File: src/rtl/div_ctrl_pkg.sv
// div_ctrl_pkg: shared encodings and helpers for the EX-stage divider.
//   - div_state_e : sequencer states (2-bit encoding)
//   - DIV_START/DIV_STOP, DIV_RESULT_READY/DIV_RESULT_NOT_READY : handshake levels
//   - DIV_ITERS   : number of restoring iterations (one quotient bit each)
//   - div_mag()   : operand magnitude for signed/unsigned division
package div_ctrl_pkg;

  localparam int REG_W  = 32;
  localparam int DREG_W = 64;

  typedef enum logic [1:0] {
    DIV_FREE = 2'b00,
    DIV_ZERO = 2'b01,
    DIV_ON   = 2'b10,
    DIV_END  = 2'b11
  } div_state_e;

  localparam logic       DIV_START            = 1'b1;
  localparam logic       DIV_STOP             = 1'b0;
  localparam logic       DIV_RESULT_READY     = 1'b1;
  localparam logic       DIV_RESULT_NOT_READY = 1'b0;
  localparam logic [5:0] DIV_ITERS            = 6'd32;

  // Two's-complement magnitude when the operation is signed and the operand
  // is negative; 0x80000000 maps onto itself, which is its correct unsigned
  // magnitude.
  function automatic logic [REG_W-1:0] div_mag(input logic sgn, input logic [REG_W-1:0] op);
    return (sgn && op[REG_W-1]) ? (~op + 32'd1) : op;
  endfunction

endpackage

File: src/rtl/div_step.sv
// div_step: one restoring shift-subtract iteration.
//   sreg_i  [63:0] : low 64 bits of the {rem[64:32], dvd[31:0]} register
//                    (rem[64] is always 0 between iterations since rem < divisor)
//   divisor_i[31:0]: divisor magnitude
//   sreg_o  [64:0] : next register value, quotient bit shifted into bit 0
module div_step
  import div_ctrl_pkg::*;
(
  input  logic [63:0]      sreg_i,
  input  logic [REG_W-1:0] divisor_i,
  output logic [64:0]      sreg_o
);

  logic [64:0] shifted;
  logic [32:0] diff;

  always_comb begin
    shifted = {sreg_i, 1'b0};
    diff    = shifted[64:32] - {1'b0, divisor_i};
    // diff[32] set means the partial remainder was smaller than the divisor
    if (!diff[32]) sreg_o = {diff, shifted[31:1], 1'b1};
    else           sreg_o = shifted;
  end

endmodule

File: src/rtl/div_ctrl.sv
// div_ctrl: multi-cycle DIV/DIVU sequencer for the EX stage.
// Restoring division, one quotient bit per cycle, {remainder, quotient} out.
// Ports:
//   clk, rst          : clock, asynchronous active-low reset
//   signed_div_i      : 1 = signed division; sampled with start_i
//   opdata1_i/2_i     : dividend / divisor; sampled with start_i
//   start_i           : request, held by EX until ready_o
//   annul_i           : flush; aborts an in-flight division
//   result_o[63:0]    : {remainder, quotient}, valid while ready_o
//   ready_o           : result valid
//   busy_o            : high while in DIV_ZERO or DIV_ON
// Optional feature: define DIV_EARLY_OUT_EN to finish |op1| < |op2| divisions
// without iterating (same 2-edge latency as divide-by-zero).
module div_ctrl
  import div_ctrl_pkg::*;
(
  input  logic              clk,
  input  logic              rst,
  input  logic              signed_div_i,
  input  logic [REG_W-1:0]  opdata1_i,
  input  logic [REG_W-1:0]  opdata2_i,
  input  logic              start_i,
  input  logic              annul_i,
  output logic [DREG_W-1:0] result_o,
  output logic              ready_o,
  output logic              busy_o
);

  div_state_e        state_q, state_d;
  logic [5:0]        cnt_q, cnt_d;
  logic [64:0]       sreg_q, sreg_d;
  logic [REG_W-1:0]  div_q, div_d;
  logic              negq_q, negq_d;
  logic              negr_q, negr_d;
  logic [DREG_W-1:0] result_q, result_d;
  logic              ready_q, ready_d;

  logic [64:0]       step_next;
  logic [REG_W-1:0]  mag1, mag2, quo, rem;
  logic              unused_sreg_top;

  assign mag1 = div_mag(signed_div_i, opdata1_i);
  assign mag2 = div_mag(signed_div_i, opdata2_i);

  div_step u_step (
    .sreg_i    (sreg_q[63:0]),
    .divisor_i (div_q),
    .sreg_o    (step_next)
  );

  // Remainder never exceeds 32 bits once iterations finish.
  assign unused_sreg_top = sreg_q[64];

  assign quo = negq_q ? (~sreg_q[31:0] + 32'd1)  : sreg_q[31:0];
  assign rem = negr_q ? (~sreg_q[63:32] + 32'd1) : sreg_q[63:32];

  always_comb begin
    state_d  = state_q;
    cnt_d    = cnt_q;
    sreg_d   = sreg_q;
    div_d    = div_q;
    negq_d   = negq_q;
    negr_d   = negr_q;
    result_d = result_q;
    ready_d  = ready_q;

    case (state_q)
      DIV_FREE: begin
        if (start_i == DIV_START && !annul_i) begin
          if (opdata2_i == '0) begin
            // Remainder field doubles as the value DIV_ZERO publishes.
            state_d = DIV_ZERO;
            sreg_d  = '0;
`ifdef DIV_EARLY_OUT_EN
          end else if (mag1 < mag2) begin
            // Quotient 0, remainder is the original dividend; reuse the
            // DIV_ZERO hop so ready timing matches the divide-by-zero path.
            state_d = DIV_ZERO;
            sreg_d  = {1'b0, opdata1_i, 32'h0};
`endif
          end else begin
            state_d = DIV_ON;
            cnt_d   = '0;
            sreg_d  = {33'h0, mag1};
            div_d   = mag2;
            negq_d  = signed_div_i & (opdata1_i[31] ^ opdata2_i[31]);
            negr_d  = signed_div_i & opdata1_i[31];
          end
        end
      end

      DIV_ZERO: begin
        if (annul_i) begin
          state_d = DIV_FREE;
        end else begin
          state_d  = DIV_END;
          result_d = {sreg_q[63:32], 32'h0};
          ready_d  = DIV_RESULT_READY;
        end
      end

      DIV_ON: begin
        if (annul_i) begin
          state_d = DIV_FREE;
          cnt_d   = '0;
        end else if (cnt_q != DIV_ITERS) begin
          sreg_d = step_next;
          cnt_d  = cnt_q + 6'd1;
        end else begin
          state_d  = DIV_END;
          cnt_d    = '0;
          result_d = {rem, quo};
          ready_d  = DIV_RESULT_READY;
        end
      end

      DIV_END: begin
        // annul_i deliberately ignored: the result is already committed.
        if (start_i == DIV_STOP) begin
          state_d  = DIV_FREE;
          result_d = '0;
          ready_d  = DIV_RESULT_NOT_READY;
        end
      end

      default: state_d = DIV_FREE;
    endcase
  end

  always_ff @(posedge clk or negedge rst) begin
    if (!rst) begin
      state_q  <= DIV_FREE;
      cnt_q    <= '0;
      sreg_q   <= '0;
      div_q    <= '0;
      negq_q   <= 1'b0;
      negr_q   <= 1'b0;
      result_q <= '0;
      ready_q  <= DIV_RESULT_NOT_READY;
    end else begin
      state_q  <= state_d;
      cnt_q    <= cnt_d;
      sreg_q   <= sreg_d;
      div_q    <= div_d;
      negq_q   <= negq_d;
      negr_q   <= negr_d;
      result_q <= result_d;
      ready_q  <= ready_d;
    end
  end

  assign result_o = result_q;
  assign ready_o  = ready_q;
  assign busy_o   = (state_q == DIV_ZERO) || (state_q == DIV_ON);

endmodule
File: config.mk
export PLATFORM = sky130hd
export DESIGN_NAME = div_ctrl
export DESIGN_NICKNAME = d
export VERILOG_FILES = /design/src/rtl/div_ctrl_pkg.sv /design/src/rtl/div_step.sv /design/src/rtl/div_ctrl.sv
export SDC_FILE = /design/constraint.sdc
export NUM_CORES = 1
export LEC_CHECK = 0
export ABC_AREA = 1
export ABC_CLOCK_PERIOD_IN_PS = 3250
export BUFFER_PORTS_ARGS = -buffer_cell sky130_fd_sc_hd__buf_2
export CORE_ASPECT_RATIO = 0.7
export CORE_UTILIZATION = 45
export DETAILED_ROUTE_END_ITERATION = 12
export GPL_TIMING_DRIVEN = 0
export PLACE_DENSITY = 0.73
export SETUP_SLACK_MARGIN = 0.3
export SYNTH_ARGS = -nofsm -noshare
export SYNTH_HDL_FRONTEND = slang
export SYNTH_SLANG_ARGS = --single-unit
File: constraint.sdc
create_clock -name clk -period 3.25 [get_ports clk]
set_clock_uncertainty 0.2 [all_clocks]
set_input_delay 0.325 -clock clk [delete_from_list [all_inputs] [get_ports clk]]
set_output_delay 0.325 -clock clk [all_outputs]
set_load 0.005 [all_outputs]
==> key figures <==
Outcome
  • Status: complete, no violations

Critical path
  • Crit-path leading delay family: simple AND/OR/NAND/NOR gates
  • Crit. End Element: register
  • Critical Path, Cell by Cell: inv_4 > ha_1 > fa_2 > inv_1 > nand2_1 > nand2_1 > nand3_1 > nand2_2 > nand2_2 > nand2_4 > nand2_4 > nand2_4 > nand2_4 > nand2_2 > buf_4 > nand2_1 > nand3_1 > nand2_1
  • Critical path buffers and inverters: 3
  • Slowest CP cell: dfrtp_1
  • Max incr delay on CP: 0.46 ns
  • Worst EP required: 3.38 ns
  • Setup Crit Path Kind: register to register
  • CP Max Fanout: 10
  • Data arrival time of the critical path: 3.01 ns
  • Crit path launch type: register

Placement
  • Buffers on Ports: 134
  • Placer Congestion: 1.08
  • Area post-placement: 14,900 µm²
  • DP Worst Slack: 0.293 ns
  • Detailed Place HPWL: 41,100 µm

Synthesis
  • Count leader, synth: nand2_1
  • Synth cell types: 51
  • Synth area leaders: dfrtp_1 31%, nand2_1 19%, inv_1 8.4%, nand3_1 6.4%, nor2_1 4.7%
  • FF+latch count, synth: 171
  • Post-synth top area share: 31.3%
  • Post-Syn Instances: 2,131
  • Register area share after synthesis: 31.3%
  • Commonest cells post-synth: 701 x nand2_1, 304 x inv_1, 175 x nand3_1, 171 x dfrtp_1, 171 x nor2_1
  • Syn avg cell area: 6.41 µm²
  • Post-synth EDFFs: 0
  • Net Count, Synth: 2,244
  • Async SR Flop Fraction: 100%
  • Yosys warnings: 0
  • Primary FF master, synth: dfrtp_1
  • Yosys top cell by area: dfrtp_1
  • Post-synthesis cell area: 13,700 µm²

STA
  • Tmin final: 2.88 ns
  • Worst hold margin: 0.0221 ns
  • Hold Vio Cnt, Final: 0
  • Slew margin rel.: 47.3%
  • Unrepaired setup endpoints after global routing: no
  • Tightest Pin Transition: 0.790 ns
  • Max-slew violations: 0
  • Period utilization: 88.6%
  • FMAX: 347 MHz
  • Finish-stage setup viols: 0
  • Post-route setup slack: 0.370 ns

Floorplanning
  • Initial Util: 46.5%
  • Area of the core: 29,300 µm²
  • Std cell rows: 52
  • IO Pins: 135
  • DIE WIDTH: 210 µm
  • Die ar.: 31,100 µm²
  • Die span in y: 148 µm

Drt
  • DR iter-0 viols: 1,737
  • Vias/cell: 5.43
  • 1st-pass router iterations: 7
  • DRC viols: 0
  • Routed Antenna Nets: 0
  • Avg WL per Cell: 18.6 µm
  • Routed WL: 50,300 µm
  • Total number of vias: 14.7k

Min path
  • Worst Hold Class: input pin to register

Global route
  • Grt ovf: 0
  • GRT Total Usage: 32.3%
  • Initial antenna violation count: 1
  • Vias in the first global route: 12.8k
  • First-pass GRT wire length: 75,300 µm
  • Largest net degree at the start of global routing: 119

Power and ir drop
  • Maximum vdd drop: 343 µV
  • Total Power: 17.0 mW
  • Leakage: 8.37 nW
  • Power density cells: 1090 nW/µm²

Clock network
  • Worst-path clk slew: 0.08 ns
  • Clock latency at the later pin of the worst-skew pair: 0.45 ns
  • Clk sinks: 171
  • Clock root buffer master: clkbuf_16
  • CTS buffer count: 17
  • H-tree depth: 4
  • CTS tree: yes
  • Clk buf depth: 2

Finish
  • Synthesis-to-layout area growth: 14.0%
  • Nets: 2,405
  • Post-route design area: 15,600 µm²
  • Share of cells above drive strength 1: 11.5%
  • Fin util: 53.0%

Job
  • Number of max-cap violations: 0
## metrics by stage
step,TNS [ns],std cells
6_report,0,2711
5_1_grt,0,2710
4_1_cts,0,2708
3_5_place_dp,0,2671
3_3_place_gp,-184.46,2670
2_1_floorplan,0,2131
## area by class of cell
class	count	area [µm²]
fillers	3013	13800
plain buffers	64	363
clock inverters	14	146
well taps	405	507
clock buffers	18	439
repair buffers	142	771
multi-input cells	1585	7880
diodes	1	2.50
flip-flops and latches	171	4280
inverters	311	1170
## worst min-delay path, cell delays in order
cell and delay, ns:
buf_2 0.11, nand2_1 0.05, nand3_1 0.08, o21ai_1 0.06
## placed cells by master (no fill, tap or decap), types with 5 or more instances in the layout
master | synthesis | final
a21boi_0 | 12 | 12
a21oi_1 | 72 | 72
a22oi_1 | 12 | 12
a31oi_1 | 7 | 7
buf_1 | 5 | 5
buf_2 | 28 | 160
buf_4 | 5 | 6
clkbuf_1 | 21 | 21
clkbuf_16 | 0 | 17
dfrtp_1 | 171 | 171
ha_1 | 43 | 42
inv_1 | 304 | 303
inv_2 | 5 | 5
inv_6 | 0 | 6
nand2_1 | 701 | 701
nand2_2 | 8 | 8
nand3_1 | 175 | 175
nand3_2 | 13 | 12
nand3b_1 | 10 | 10
nand4_1 | 35 | 35
nor2_1 | 171 | 171
nor2_2 | 11 | 10
nor3_1 | 33 | 33
nor4_1 | 5 | 5
o211ai_1 | 15 | 15
o21ai_0 | 128 | 128
o21ai_1 | 17 | 17
o21bai_1 | 5 | 5
o31ai_1 | 6 | 6
xnor2_1 | 20 | 20
xor2_1 | 45 | 45
## kinds of logic after synthesis
kind of cell	Yosys count	synth area share, %
fa+ha+maj	44	4.09
flops	171	31.3
xor+xnor	65	4.17
simple gates	1179	36.8
buf+inv	375	11.1
compound gates	297	12.5
## sequential cells by signal (all words and copies together), names as in the netlist
signal	flops
state_q	2
result_o	64
sreg_q	64
ready_o	1
negr_q	1
negq_q	1
cnt_q	6
div_q	32
## final timing paths
path | from | endpoint | slack, ns | cells after the start
min in group asynchronous | rst | sreg_q[46] | 0.18 | 2
setup / recovery | sreg_q[31] | sreg_q[57] | 0.37 | 18
hold / removal | opdata2_i[25] | div_q[25] | 0.02 | 4
setup reg to reg | sreg_q[31] | sreg_q[57] | 0.37 | 18
hold reg to reg | result_o[27] | result_o[27] | 0.28 | 2
max in group asynchronous | rst | sreg_q[18] | 1.72 | 3
## where the power goes
group          switching [mW]  internal (mW)  total (mW)
logic                    7.40           3.48        10.9
registers                1.00           3.00        4.00
clock network           0.996           1.11        2.11
total                    9.40           7.59        17.0
## per-layer routing
| layer | vias up | GRT usage, % | part of all wire, % |
|---|---|---|---|
| met1 | 6774 | 52.6 | 50 |
| met4 | 0 | 5.47 | 1.3 |
| met5 | - | 0 | 0 |
| met2 | 740 | 39.2 | 36 |
| li1 | 7149 | - | - |
| met3 | 57 | 11.6 | 13 |
## repair_timing
item / in CTS / in global routing
hold endpoints to repair: 56 / 0
buffers inserted: 1 / 2
hold buffers: 4 / 0
gates resized for setup: 0 / 12
endpoints found under the setup margin: 12 / 35
pin swaps: 0 / 1
Note: power is estimated with default switching activity, not from simulation.
